File: src/rtl/max_bus_responder.sv
// rtl/max_bus_responder.sv - register responder for the FPGA max_csn/max_wen/max_oen bus
// Optional csn-low watchdog enabled by defining BUS_TIMEOUT_EN.
module max_bus_responder #(
  parameter int          SYNC_STAGES    = 2,
  parameter logic [15:0] ID_VALUE       = 16'h5A01,
  parameter int          TIMEOUT_CYCLES = 1024
) (
  input  logic        clkin_max_100,
  input  logic        sys_resetn,
  input  logic        max_csn,
  input  logic        max_wen,
  input  logic        max_oen,
  input  logic [3:0]  bus_addr,
  input  logic [15:0] bus_din,
  output logic [15:0] bus_dout,
  output logic        bus_doe,
  input  logic        fpga_conf_done,
  input  logic        fpga_statusn,
  input  logic        cfg_busy,
  output logic [1:0]  pgm_page,
  output logic        reconfig_req
);

  typedef enum logic [2:0] {IDLE, DECODE, WRITE, WR_WAIT, READ, RD_HOLD} state_t;

  state_t state, state_nxt;

  logic [SYNC_STAGES-1:0] csn_sr, wen_sr, oen_sr;
  logic        csn_s, wen_s, oen_s, wen_d;
  logic [15:0] scratch;
  logic [15:0] rdata;
  logic        perr, toerr, armed, timeout;
  logic        commit, perr_set, doe_nxt;

  // Strobe synchronisers idle high so reset never looks like a transaction.
  always_ff @(posedge clkin_max_100 or negedge sys_resetn) begin
    if (!sys_resetn) begin
      csn_sr <= '1;
      wen_sr <= '1;
      oen_sr <= '1;
      wen_d  <= 1'b1;
    end else begin
      csn_sr <= {csn_sr[SYNC_STAGES-2:0], max_csn};
      wen_sr <= {wen_sr[SYNC_STAGES-2:0], max_wen};
      oen_sr <= {oen_sr[SYNC_STAGES-2:0], max_oen};
      wen_d  <= wen_s;
    end
  end

  assign csn_s = csn_sr[SYNC_STAGES-1];
  assign wen_s = wen_sr[SYNC_STAGES-1];
  assign oen_s = oen_sr[SYNC_STAGES-1];

`ifdef BUS_TIMEOUT_EN
  localparam int TW = (TIMEOUT_CYCLES > 2) ? $clog2(TIMEOUT_CYCLES) : 1;

  logic [TW-1:0] to_cnt;

  always_ff @(posedge clkin_max_100 or negedge sys_resetn) begin
    if (!sys_resetn) begin
      to_cnt <= '0;
    end else if (state == IDLE) begin
      to_cnt <= '0;
    end else if (!csn_s) begin
      to_cnt <= to_cnt + 1'b1;
    end
  end

  assign timeout = (state != IDLE) && !csn_s && (to_cnt == TW'(TIMEOUT_CYCLES - 1));

  // After a timeout the FSM stays parked until the initiator lets csn go.
  always_ff @(posedge clkin_max_100 or negedge sys_resetn) begin
    if (!sys_resetn) begin
      armed <= 1'b1;
      toerr <= 1'b0;
    end else begin
      if (timeout) begin
        armed <= 1'b0;
      end else if (csn_s) begin
        armed <= 1'b1;
      end
      if (timeout) begin
        toerr <= 1'b1;
      end else if (commit && bus_addr == 4'd2 && bus_din[9]) begin
        toerr <= 1'b0;
      end
    end
  end
`else
  assign timeout = 1'b0;
  assign armed   = 1'b1;
  assign toerr   = 1'b0;
`endif

  always_ff @(posedge clkin_max_100 or negedge sys_resetn) begin
    if (!sys_resetn) begin
      state <= IDLE;
    end else begin
      state <= state_nxt;
    end
  end

  always_comb begin
    state_nxt = state;
    case (state)
      IDLE:    if (!csn_s && armed) state_nxt = DECODE;
      DECODE: begin
        if (!wen_s) begin
          state_nxt = WRITE;
        end else if (!oen_s) begin
          state_nxt = READ;
        end else if (csn_s) begin
          state_nxt = IDLE;
        end
      end
      WRITE:   state_nxt = WR_WAIT;
      WR_WAIT: if (wen_s || csn_s) state_nxt = IDLE;
      READ:    state_nxt = RD_HOLD;
      RD_HOLD: if (oen_s || csn_s) state_nxt = IDLE;
      default: state_nxt = IDLE;
    endcase
    if (timeout) state_nxt = IDLE;
  end

  always_comb begin
    commit       = (state == WRITE) && !timeout;
    reconfig_req = commit && (bus_addr == 4'd1) && bus_din[15] && !cfg_busy;
    doe_nxt      = (state_nxt == RD_HOLD);
    perr_set     = ((state == DECODE) && !wen_s && !oen_s)
                 || (commit && (bus_addr == 4'd1)
                     && ((bus_din[15] && cfg_busy) || (bus_din[1:0] == 2'b11)))
                 || ((state == RD_HOLD) && !wen_s && wen_d);
  end

  always_comb begin
    rdata = 16'h0000;
    case (bus_addr)
      4'd0: rdata = ID_VALUE;
      4'd1: rdata = {14'b0, pgm_page};
      4'd2: rdata = {6'b0, toerr, perr, 3'b0, pgm_page, cfg_busy, fpga_statusn, fpga_conf_done};
      4'd3: rdata = scratch;
      default: rdata = 16'h0000;
    endcase
  end

  always_ff @(posedge clkin_max_100 or negedge sys_resetn) begin
    if (!sys_resetn) begin
      pgm_page <= 2'b00;
      scratch  <= 16'h0000;
      perr     <= 1'b0;
      bus_dout <= 16'h0000;
      bus_doe  <= 1'b0;
    end else begin
      bus_doe <= doe_nxt;
      if (state == READ) bus_dout <= rdata;
      if (commit && bus_addr == 4'd1 && bus_din[1:0] != 2'b11) pgm_page <= bus_din[1:0];
      if (commit && bus_addr == 4'd3) scratch <= bus_din;
      if (perr_set) begin
        perr <= 1'b1;
      end else if (commit && bus_addr == 4'd2 && bus_din[8]) begin
        perr <= 1'b0;
      end
    end
  end

endmodule

File: config.mk
export PLATFORM = sky130hd
export DESIGN_NAME = max_bus_responder
export DESIGN_NICKNAME = d
export VERILOG_FILES = /design/src/rtl/max_bus_responder.sv
export SDC_FILE = /design/constraint.sdc
export NUM_CORES = 1
export LEC_CHECK = 0
export BUFFER_PORTS_ARGS = -buffer_cell sky130_fd_sc_hd__buf_2
export CORE_MARGIN = 2
export CORE_UTILIZATION = 45
export CTS_CLUSTER_DIAMETER = 30
export DETAILED_ROUTE_END_ITERATION = 10
export PLACE_DENSITY = 0.69
export SETUP_SLACK_MARGIN = 0.02
export SLEW_MARGIN = 20
export SYNTH_ARGS = -nofsm -noshare
export SYNTH_HDL_FRONTEND = slang
export SYNTH_SLANG_ARGS = --single-unit
File: constraint.sdc
create_clock -name clkin_max_100 -period 3.3 [get_ports clkin_max_100]
set_clock_uncertainty 0.2 [all_clocks]
set_input_delay 0.165 -clock clkin_max_100 [delete_from_list [all_inputs] [get_ports clkin_max_100]]
set_output_delay 0.165 -clock clkin_max_100 [all_outputs]
set_load 0.01 [all_outputs]
Word-level counts from Yosys, hierarchy flattened
Index checks and enable logic that the tools add are counted.
- register bits: 46
- bits of input ports: 28
- output and inout port bits: 20
- word-level logic and storage cells: 55
- equality and inequality tests: 11
- muxes and demuxes: 10
- reductions and logical operators: 24
- operator list (kind ; count):
    $pmux 16 s4 ; 1
    $mux 3 ; 6
    $pmux 3 s6 ; 1
    $logic_and 1x1->1 ; 13
    $eq 3x3->1 const B ; 3
    $eq 4x2->1 const B ; 2
    $eq 3x2->1 const B ; 2
    $logic_or 1x1->1 ; 5
    $eq 4x1->1 const B ; 1
    $logic_not 4->1 ; 1
    $eq 3x1->1 const B ; 1
    $logic_not 1->1 ; 3
    $logic_not 3->1 ; 1
    $eq 2x2->1 const B ; 1
    $mux 1 ; 2
    $ne 2x2->1 const B ; 1
    $reduce_bool 2->1 ; 1

Longest topological paths before layout
Gate-level depths: netlist of run 1.
- depth in word-level cells: 6
- depth in mapped cells: 6
- depth with buffers taken out: 3

Least setup slack after synthesis of run 1
No wires, ideal clock.
- kind: flip-flop to flip-flop
- from: register state[1]
- to: register scratch[10]
- library setup time: 0.125 ns
- data arrival time: 1.768 ns
- data required time: 2.975 ns
- slack: 1.207 ns
- stages on the path, launching flop included: 7
- buffers on the path: 3
- clock period less this slack: 2.093 ns
- cells stage by stage: dfrtp_1 > buf_6 > or3b_4 > or3_1 > buf_6 > buf_12 > mux2_4
- longest elaborated chain between the ends: 2
- ends and longest elaborated chain (what ; RTL line ; text):
    start: declaration ; 26 ; state_t state, state_nxt;
    start signal: assignment ; 99 ; state <= state_nxt;
    $eq 3x2->1 ; 126 ; commit = (state == WRITE) && !timeout;
    $logic_and 1x1->1 ; 157 ; if (commit && bus_addr == 4'd3) scratch <= bus_din;
    end signal: assignment ; 157 ;
    end: declaration ; 30 ; logic [15:0] scratch;
No other way between the ends.
A chain may end at the register's enable or synchronous reset.

Final worst setup path of run 1
- from: register state[2]
- to: register scratch[15]
The elaborated chain is that of the path after synthesis.

==> impl_summary.log, run 1 <==
[metrics] worst-path maximum fanout: 16
[metrics] DRT antenna net count: 0
[metrics] WL met2: 1.99 mm
[metrics] minimum setup slack after placement: 859 ps
[metrics] Placeable Area: 0.00409 mm²
[metrics] maximum ir drop on the vdd rail: 355 µV
[metrics] cell leakage power: 1.24 nW
[metrics] die height: 69.8 µm
[metrics] fraction of synthesized cell area taken by the top area cell type: 50.1%
[metrics] Initial Util: 47.6%
[metrics] number of distinct library cells after synthesis: 35
[metrics] DP Wirelength: 2.76 mm
[metrics] final total power: 1.61 mW
[metrics] Final Core Density: 60.3%
[metrics] Data required, critical path: 3280 ps
[metrics] number of standard cells after synthesis: 148
[metrics] post-synthesis sequential area ratio: 59.6%
[metrics] synthesized area per cell: 13.2 µm²
[metrics] Post-Syn Area: 0.00195 mm²
[metrics] Final Cell Area: 0.00246 mm²
[metrics] nature of the critical path startpoint: flop
[metrics] transition time at the pin with the least slew margin: 991 ps
[metrics] I/O Pins: 48
[metrics] endpoint class of the critical path: flop
[metrics] met1 routed wirelength after detailed routing: 1.86 mm
[metrics] synth warn: 0
[metrics] number of buffers on the longest clock path: 2
[metrics] shortest period the worst path allows: 2440 ps
[metrics] maximum clock frequency: 410 MHz
[metrics] number of stages on the worst hold path: 4
[metrics] post-synthesis sequential element count: 46
[metrics] Die Area: 0.00487 mm²
[metrics] Cell Rows: 23
[metrics] Synthesized Nets: 176
[metrics] top layer in use: met4
[metrics] post-place instance area: 0.00218 mm²
[metrics] Power Density: 654 mW/mm²
[metrics] via count: 1395
[metrics] final weighted congestion in routability-driven placement: 0.840
[metrics] pin count of the biggest net entering global routing: 47
[metrics] initial drt markers: 49
[metrics] H-tree Lvls: 2
[metrics] Yosys top cell by area: sky130_fd_sc_hd__dfrtp_1
[metrics] post-route worst setup slack: 861 ps
[metrics] count of final max-slew check failures: 0
[metrics] horizontal die dimension: 69.8 µm
[metrics] total of endpoints with negative setup slack in the final report: 0
[metrics] share of layout cells above drive strength 1: 39.5%
[metrics] First-pass DRT Iterations: 4
[metrics] Filler Cells Inserted: 358
[metrics] multi-input combinational cell area: 723 µm²
[metrics] number of standard cells in the final layout excluding fillers: 265
[metrics] TritonCTS clock tree: built
[metrics] RSZ-0062 raised after global routing: false
[metrics] input/output buffers: 47
[metrics] Sink Count: 46
[metrics] number of diodes: 0
[metrics] number of failing hold endpoints at the final stage: 0
[metrics] postcts setup bufs: 0
[metrics] via count normalized by instance count: 5.26
[metrics] number of violations of the max-capacitance limit: 0
[metrics] part of the cycle the worst path needs: 73.9%
[metrics] Sequential Area: 0.00116 mm²
[metrics] count of unresolved DRC violations after routing: 0
[metrics] cell count after placement: 238
[metrics] path type of the worst min-delay path: in2reg
[metrics] CTS Buf Count: 5
[metrics] top post-synthesis cells by area: sky130_fd_sc_hd__dfrtp_1 50%, sky130_fd_sc_hd__dfstp_2 9.4%, sky130_fd_sc_hd__mux2_4 7.7%
[metrics] startpoint-to-endpoint class of the critical path: reg2reg
[metrics] post-route setup TNS: 0 ps
[metrics] clk root buf: sky130_fd_sc_hd__clkbuf_8
[metrics] detailed-route wire length: 4.09 mm
[metrics] residual overflow from global routing: 0
[metrics] cell depth of the worst flop-to-flop path: 3
[metrics] Tot GR Track Use: 17.5%
[metrics] CTS-repair resized insts: 0
[metrics] Max-slew headroom: 33.9%
[metrics] global-route wire length before repair: 6.61 mm
[metrics] Clk pin slew, worst setup/hold paths: 80 ps
[metrics] met3 wire len: 184 µm
[metrics] result of the run: completed
[metrics] Final nets: 243
[metrics] initial antenna violation count: 0
[metrics] data arrival time of the critical path: 2420 ps
[metrics] number of global-route vias before repair: 1381
[metrics] layout overhead on the synthesized area: 26.6%
[metrics] Routed WL per cell: 15.4 µm
[metrics] Worst Hold Slack: 55.9 ps
[metrics] source-to-sink clock delay at the later pin of the worst-skew pair: 300 ps
kinds of logic (layout without fill, tap and decap cells):
kind of cell	Yosys count	after routing	share of synthesized area, %
multiplexers	24	24	15.4
AO/OA/AOI/OAI	33	33	11.1
AND/OR/NAND/NOR	37	37	10.7
buffers and inverters	8	75	3.28
flip-flops	46	46	59.6
routing by layer:
layer  vias to the layer above  GRT usage, %
met4                         0          9.40
li1                        666             -
met2                        45          26.6
met1                       679          23.6
met3                         5          3.63
met5                         -             0
final cells by class:
type | instances | share of cell area (%)
Sequential cell | 46 | 47.1
Timing Repair Buffer | 67 | 17.7
Clock buffer | 6 | 2.94
Multi-Input combinational cell | 94 | 29.3
Inverter | 1 | 0.152
Clock inverter | 1 | 0.305
Tap cell | 50 | 2.54
sequential cells by signal (all words and copies together) (netlist names), 2 cells and up:
signal,cells
pgm_page,2
oen_sr,2
csn_sr,2
scratch,16
bus_dout,16
state,3
wen_sr,2
power by group:
part           total [mW]  internal (mW)  switching [mW]
sequential          0.857          0.732           0.125
clock               0.320          0.145           0.175
combinational       0.436          0.247           0.189
cells in the mapped netlist:
cell	number
sky130_fd_sc_hd__dfrtp_1	39
sky130_fd_sc_hd__nand2_1	13
sky130_fd_sc_hd__mux2_4	10
sky130_fd_sc_hd__o21ai_0	10
sky130_fd_sc_hd__a21oi_1	8
sky130_fd_sc_hd__dfstp_2	7
sky130_fd_sc_hd__mux2_2	7
sky130_fd_sc_hd__mux2i_1	7
sky130_fd_sc_hd__a22o_1	6
sky130_fd_sc_hd__nor2_1	6
sky130_fd_sc_hd__nor3_1	3
sky130_fd_sc_hd__or2_2	3
sky130_fd_sc_hd__buf_2	2
sky130_fd_sc_hd__buf_6	2
sky130_fd_sc_hd__nor3b_1	2
sky130_fd_sc_hd__nor4bb_1	2
sky130_fd_sc_hd__o22a_1	2
sky130_fd_sc_hd__or3_1	2
sky130_fd_sc_hd__a2111oi_0	1
sky130_fd_sc_hd__a21o_1	1
sky130_fd_sc_hd__a22oi_1	1
sky130_fd_sc_hd__a2bb2oi_1	1
sky130_fd_sc_hd__and2_1	1
sky130_fd_sc_hd__and2b_2	1
sky130_fd_sc_hd__and3b_2	1
sky130_fd_sc_hd__buf_1	1
sky130_fd_sc_hd__buf_12	1
sky130_fd_sc_hd__clkbuf_1	1
sky130_fd_sc_hd__inv_1	1
sky130_fd_sc_hd__o221ai_1	1
sky130_fd_sc_hd__o22ai_1	1
sky130_fd_sc_hd__o41ai_1	1
sky130_fd_sc_hd__or3b_2	1
sky130_fd_sc_hd__or3b_4	1
sky130_fd_sc_hd__or4b_2	1
critical path, stage by stage (launching register included):
cell and delay (ps):
sky130_fd_sc_hd__dfrtp_1 490, sky130_fd_sc_hd__or3b_4 460, sky130_fd_sc_hd__or3_1 740, sky130_fd_sc_hd__mux2_4 430
worst paths after layout:
path / from / to / slack [ps]
setup reg to reg: state[2]$_DFF_PN0_ / scratch[15]$_DFFE_PN0P_ / 860
min in group asynchronous: sys_resetn / scratch[7]$_DFFE_PN0P_ / 400
hold reg to reg: oen_sr[0]$_DFF_PN1_ / oen_sr[1]$_DFF_PN1_ / 160
hold / removal: bus_addr[1] / perr$_DFFE_PN0P_ / 60
setup / recovery: state[2]$_DFF_PN0_ / scratch[15]$_DFFE_PN0P_ / 860
max in group asynchronous: sys_resetn / state[0]$_DFF_PN0_ / 1880
cells in the final DEF, fill, tap and decap left out, types with 2 or more instances in the layout:
cell	synthesis	routed
sky130_fd_sc_hd__buf_2	2	47
sky130_fd_sc_hd__mux2i_1	7	7
sky130_fd_sc_hd__nor2_1	6	6
sky130_fd_sc_hd__mux2_2	7	7
sky130_fd_sc_hd__clkbuf_8	0	5
sky130_fd_sc_hd__a21oi_1	8	8
sky130_fd_sc_hd__dfstp_2	7	7
sky130_fd_sc_hd__a22o_1	6	6
sky130_fd_sc_hd__dlygate4sd3_1	0	20
sky130_fd_sc_hd__o21ai_0	10	10
sky130_fd_sc_hd__nor3b_1	2	2
sky130_fd_sc_hd__o22a_1	2	2
sky130_fd_sc_hd__nor3_1	3	3
sky130_fd_sc_hd__or3_1	2	2
sky130_fd_sc_hd__dfrtp_1	39	39
sky130_fd_sc_hd__mux2_4	10	10
sky130_fd_sc_hd__nor4bb_1	2	2
sky130_fd_sc_hd__or2_2	3	3
sky130_fd_sc_hd__nand2_1	13	13
what timing repair did:
item,CTS,global route
endpoints found under the setup margin,0,0
hold buffers,20,0
endpoints found under the hold margin,60,0
(Power assumes the default switching activity.)
==> run 2, diff against run 1 <==
ABC_AREA = 1   (was unset)
clock period = 2.4 ns   (was 3.3 ns; I/O delays follow)
==> run 2 against run 1 <==
Net effect: synthesized area grew 5.8%; critical endpoint is now reconfig_req; hold slack lost 39 ps; first-iteration DRC count grew to 3.1 times the previous value; core utilization shrank 0.56 points; critical path depth grew 1; sequential power grew 41%; clock power grew 51%; power grew 49%; register-to-register slack lost 190 ps; clock-buffer cell count is the same; global-route usage grew 0.80 points; design area grew 6.3%.
==> impl_summary.log, run 2 <==
[metrics] result of the run: completed
[metrics] initial drt markers: 150
[metrics] startpoint-to-endpoint class of the critical path: reg2out
[metrics] number of distinct library cells after synthesis: 22
[metrics] endpoint class of the critical path: output port
[metrics] post-route setup TNS: 0 ps
[metrics] synth cell count leaders: 88 x sky130_fd_sc_hd__nand2_1, 39 x sky130_fd_sc_hd__dfrtp_1, 25 x sky130_fd_sc_hd__inv_1
[metrics] dominant register cell in the synthesized netlist: sky130_fd_sc_hd__dfrtp_1
[metrics] Die Area: 0.00513 mm²
[metrics] Power Density: 919 mW/mm²
[metrics] cell depth of the worst flop-to-flop path: 4
[metrics] Post-Syn Area: 0.00206 mm²
[metrics] residual overflow from global routing: 0
[metrics] Data required, critical path: 2080 ps
[metrics] maximum ir drop on the vdd rail: 394 µV
[metrics] most used cells in the layout excluding fill and tap cells: 88 x sky130_fd_sc_hd__nand2_1, 47 x sky130_fd_sc_hd__buf_2, 39 x sky130_fd_sc_hd__dfrtp_1
[metrics] CTS-repair resized insts: 0
[metrics] path type of the worst min-delay path: in2reg
[metrics] Yosys top cell by area: sky130_fd_sc_hd__dfrtp_1
[metrics] CTS Buf Count: 5
[metrics] initial antenna violation count: 0
[metrics] post-synthesis sequential element count: 46
[metrics] maximum clock frequency: 561 MHz
[metrics] die height: 71.7 µm
[metrics] nature of the critical path startpoint: flop
[metrics] async set-or-reset flop fraction in the synthesized netlist: 100%
[metrics] final weighted congestion in routability-driven placement: 0.868
[metrics] count of unresolved DRC violations after routing: 0
[metrics] Synthesized Nets: 262
[metrics] top post-synthesis cells by area: sky130_fd_sc_hd__dfrtp_1 47%, sky130_fd_sc_hd__nand2_1 16%, sky130_fd_sc_hd__dfstp_2 8.9%
[metrics] global-route wire length before repair: 7.33 mm
[metrics] postcts setup bufs: 0
[metrics] number of failing hold endpoints at the final stage: 0
[metrics] detailed-route wire length: 4.19 mm
[metrics] number of violations of the max-capacitance limit: 0
[metrics] number of diodes: 0
[metrics] Routed WL per cell: 11.8 µm
[metrics] RSZ-0062 raised after global routing: false
[metrics] fraction of synthesized cell area taken by the top area cell type: 47.4%
[metrics] shortest period the worst path allows: 1780 ps
[metrics] largest registers: bus_dout: 16 flops, scratch: 16 flops, state: 3 flops
[metrics] Critical Path Stages: 4
[metrics] Filler Cells Inserted: 395
[metrics] crit path buf inv count: 2
[metrics] CP max stage cell: sky130_fd_sc_hd__dfrtp_1
[metrics] peak per-stage delay on the critical path: 460 ps
[metrics] Placeable Area: 0.00438 mm²
[metrics] clk root buf: sky130_fd_sc_hd__clkbuf_8
[metrics] number of global-route vias before repair: 1637
[metrics] cell leakage power: 1.46 nW
[metrics] Clk pin slew, worst setup/hold paths: 70 ps
[metrics] horizontal die dimension: 71.7 µm
[metrics] via count: 1667
[metrics] most common cell in the netlist: sky130_fd_sc_hd__nand2_1
[metrics] Tot GR Track Use: 18.3%
[metrics] I/O Pins: 48
[metrics] Sink Count: 46
[metrics] part of the cycle the worst path needs: 74.2%
[metrics] share of layout cells above drive strength 1: 28.4%
[metrics] First-pass DRT Iterations: 4
[metrics] Final Core Density: 59.8%
[metrics] Max-slew headroom: 62.8%
[metrics] synthesized area per cell: 8.80 µm²
[metrics] via count normalized by instance count: 4.70
[metrics] H-tree Lvls: 2
[metrics] TritonCTS clock tree: built
[metrics] number of buffers on the longest clock path: 2
[metrics] Post-synth EDFFs: 0
[metrics] Cell Rows: 24
[metrics] layout overhead on the synthesized area: 27.2%
[metrics] count of final max-slew check failures: 0
[metrics] pin count of the biggest net entering global routing: 47
[metrics] DRT antenna net count: 0
[metrics] final total power: 2.41 mW
[metrics] data arrival time of the critical path: 1460 ps
[metrics] number of stages on the worst hold path: 5
[metrics] cell-by-cell listing of the critical path: inv_2 -> nand3_2 -> nor4_1 -> buf_2
[metrics] leading cell type in the layout, fill and taps excluded: sky130_fd_sc_hd__nand2_1
[metrics] number of standard cells after synthesis: 234
[metrics] DP Wirelength: 2.91 mm
[metrics] post-synthesis sequential area ratio: 56.3%
[metrics] transition time at the pin with the least slew margin: 556 ps
[metrics] total of endpoints with negative setup slack in the final report: 0
[metrics] worst-path maximum fanout: 5
[metrics] Initial Util: 47.0%
[metrics] synth warn: 0
[metrics] cell family with the largest share of critical-path delay: flip-flops
[metrics] Final nets: 330
[metrics] input/output buffers: 47
[metrics] source-to-sink clock delay at the later pin of the worst-skew pair: 300 ps
-- run 2: changes by cell type in the layout (fill, tap and decap cells not counted), moves of 6 or more --
| cell | delta |
|---|---|
| sky130_fd_sc_hd__o21ai_2 | +16 |
| sky130_fd_sc_hd__nand2_1 | +75 |
| sky130_fd_sc_hd__mux2i_1 | -7 |
| sky130_fd_sc_hd__a21oi_1 | -7 |
| sky130_fd_sc_hd__mux2_2 | -7 |
| sky130_fd_sc_hd__mux2_4 | -10 |
| sky130_fd_sc_hd__inv_1 | +24 |
| sky130_fd_sc_hd__nand3_1 | +18 |
| sky130_fd_sc_hd__a22o_1 | -6 |
-- run 2: cell type report --
| type | count | area, µm² | area share (%) |
|---|---|---|---|
| Sequential cell | 46 | 1160 | 44.3 |
| Multi-Input combinational cell | 151 | 723 | 27.6 |
| Timing Repair Buffer | 70 | 470 | 18.0 |
| Inverter | 28 | 106 | 4.06 |
| Clock buffer | 6 | 82.6 | 3.15 |
| Tap cell | 52 | 65.1 | 2.48 |
| Clock inverter | 2 | 12.5 | 0.478 |
-- run 2: path summary, 6_finish.rpt --
check,slack [ps],endpoint,from
min in group asynchronous,140,pgm_page[0]$_DFFE_PN0P_,sys_resetn
hold / removal,20,bus_dout[0]$_DFFE_PN0N_,fpga_conf_done
hold reg to reg,160,oen_sr[1]$_DFF_PN1_,oen_sr[0]$_DFF_PN1_
max in group asynchronous,1580,csn_sr[1]$_DFF_PN1_,sys_resetn
setup reg to reg,670,bus_dout[0]$_DFFE_PN0N_,state[1]$_DFF_PN0_
setup / recovery,620,reconfig_req,state[0]$_DFF_PN0_
-- run 2: repair_timing --
item,4_1_cts,5_1_grt
hold buffers,20,0
endpoints found under the hold margin,68,0
setup endpoints to repair,0,0
-- run 2: power breakdown --
group / total (mW) / switching (mW) / internal [mW]
Combinational: 0.709 / 0.406 / 0.303
Clock: 0.484 / 0.252 / 0.231
Sequential: 1.21 / 0.178 / 1.04
-- run 2: kinds of logic after synthesis --
group / share of synthesized area, %
flops: 56.3
compound gates: 10.3
buf+inv: 8.57
simple gates: 24.8
-- run 2: through the flow --
stage               instance area [µm²]  hold WS (ps)  worst slack (ps)  std cells
finish                             2620          17.2               618        355
global route                       2620          45.8               465        355
CTS                                2620          11.3               615        355
detailed placement                 2320         -80.2               677        327
global placement                   2320         -82.2               713        327
floorplan                          2060          -376               876        234
-- run 2: worst min-delay path, cell delays in order --
cell and delay, ps:
sky130_fd_sc_hd__buf_2 80, sky130_fd_sc_hd__nand3_1 60, sky130_fd_sc_hd__nand2_1 50, sky130_fd_sc_hd__o21ai_0 90, sky130_fd_sc_hd__nand2_1 70
-- run 2: routing by layer --
metal	vias up	global-route usage (%)	wire, µm
met4	0	7.55	71
met1	746	25.8	1970
li1	868	-	-
met2	47	27.4	1950
met3	6	4.50	198
met5	-	0	0
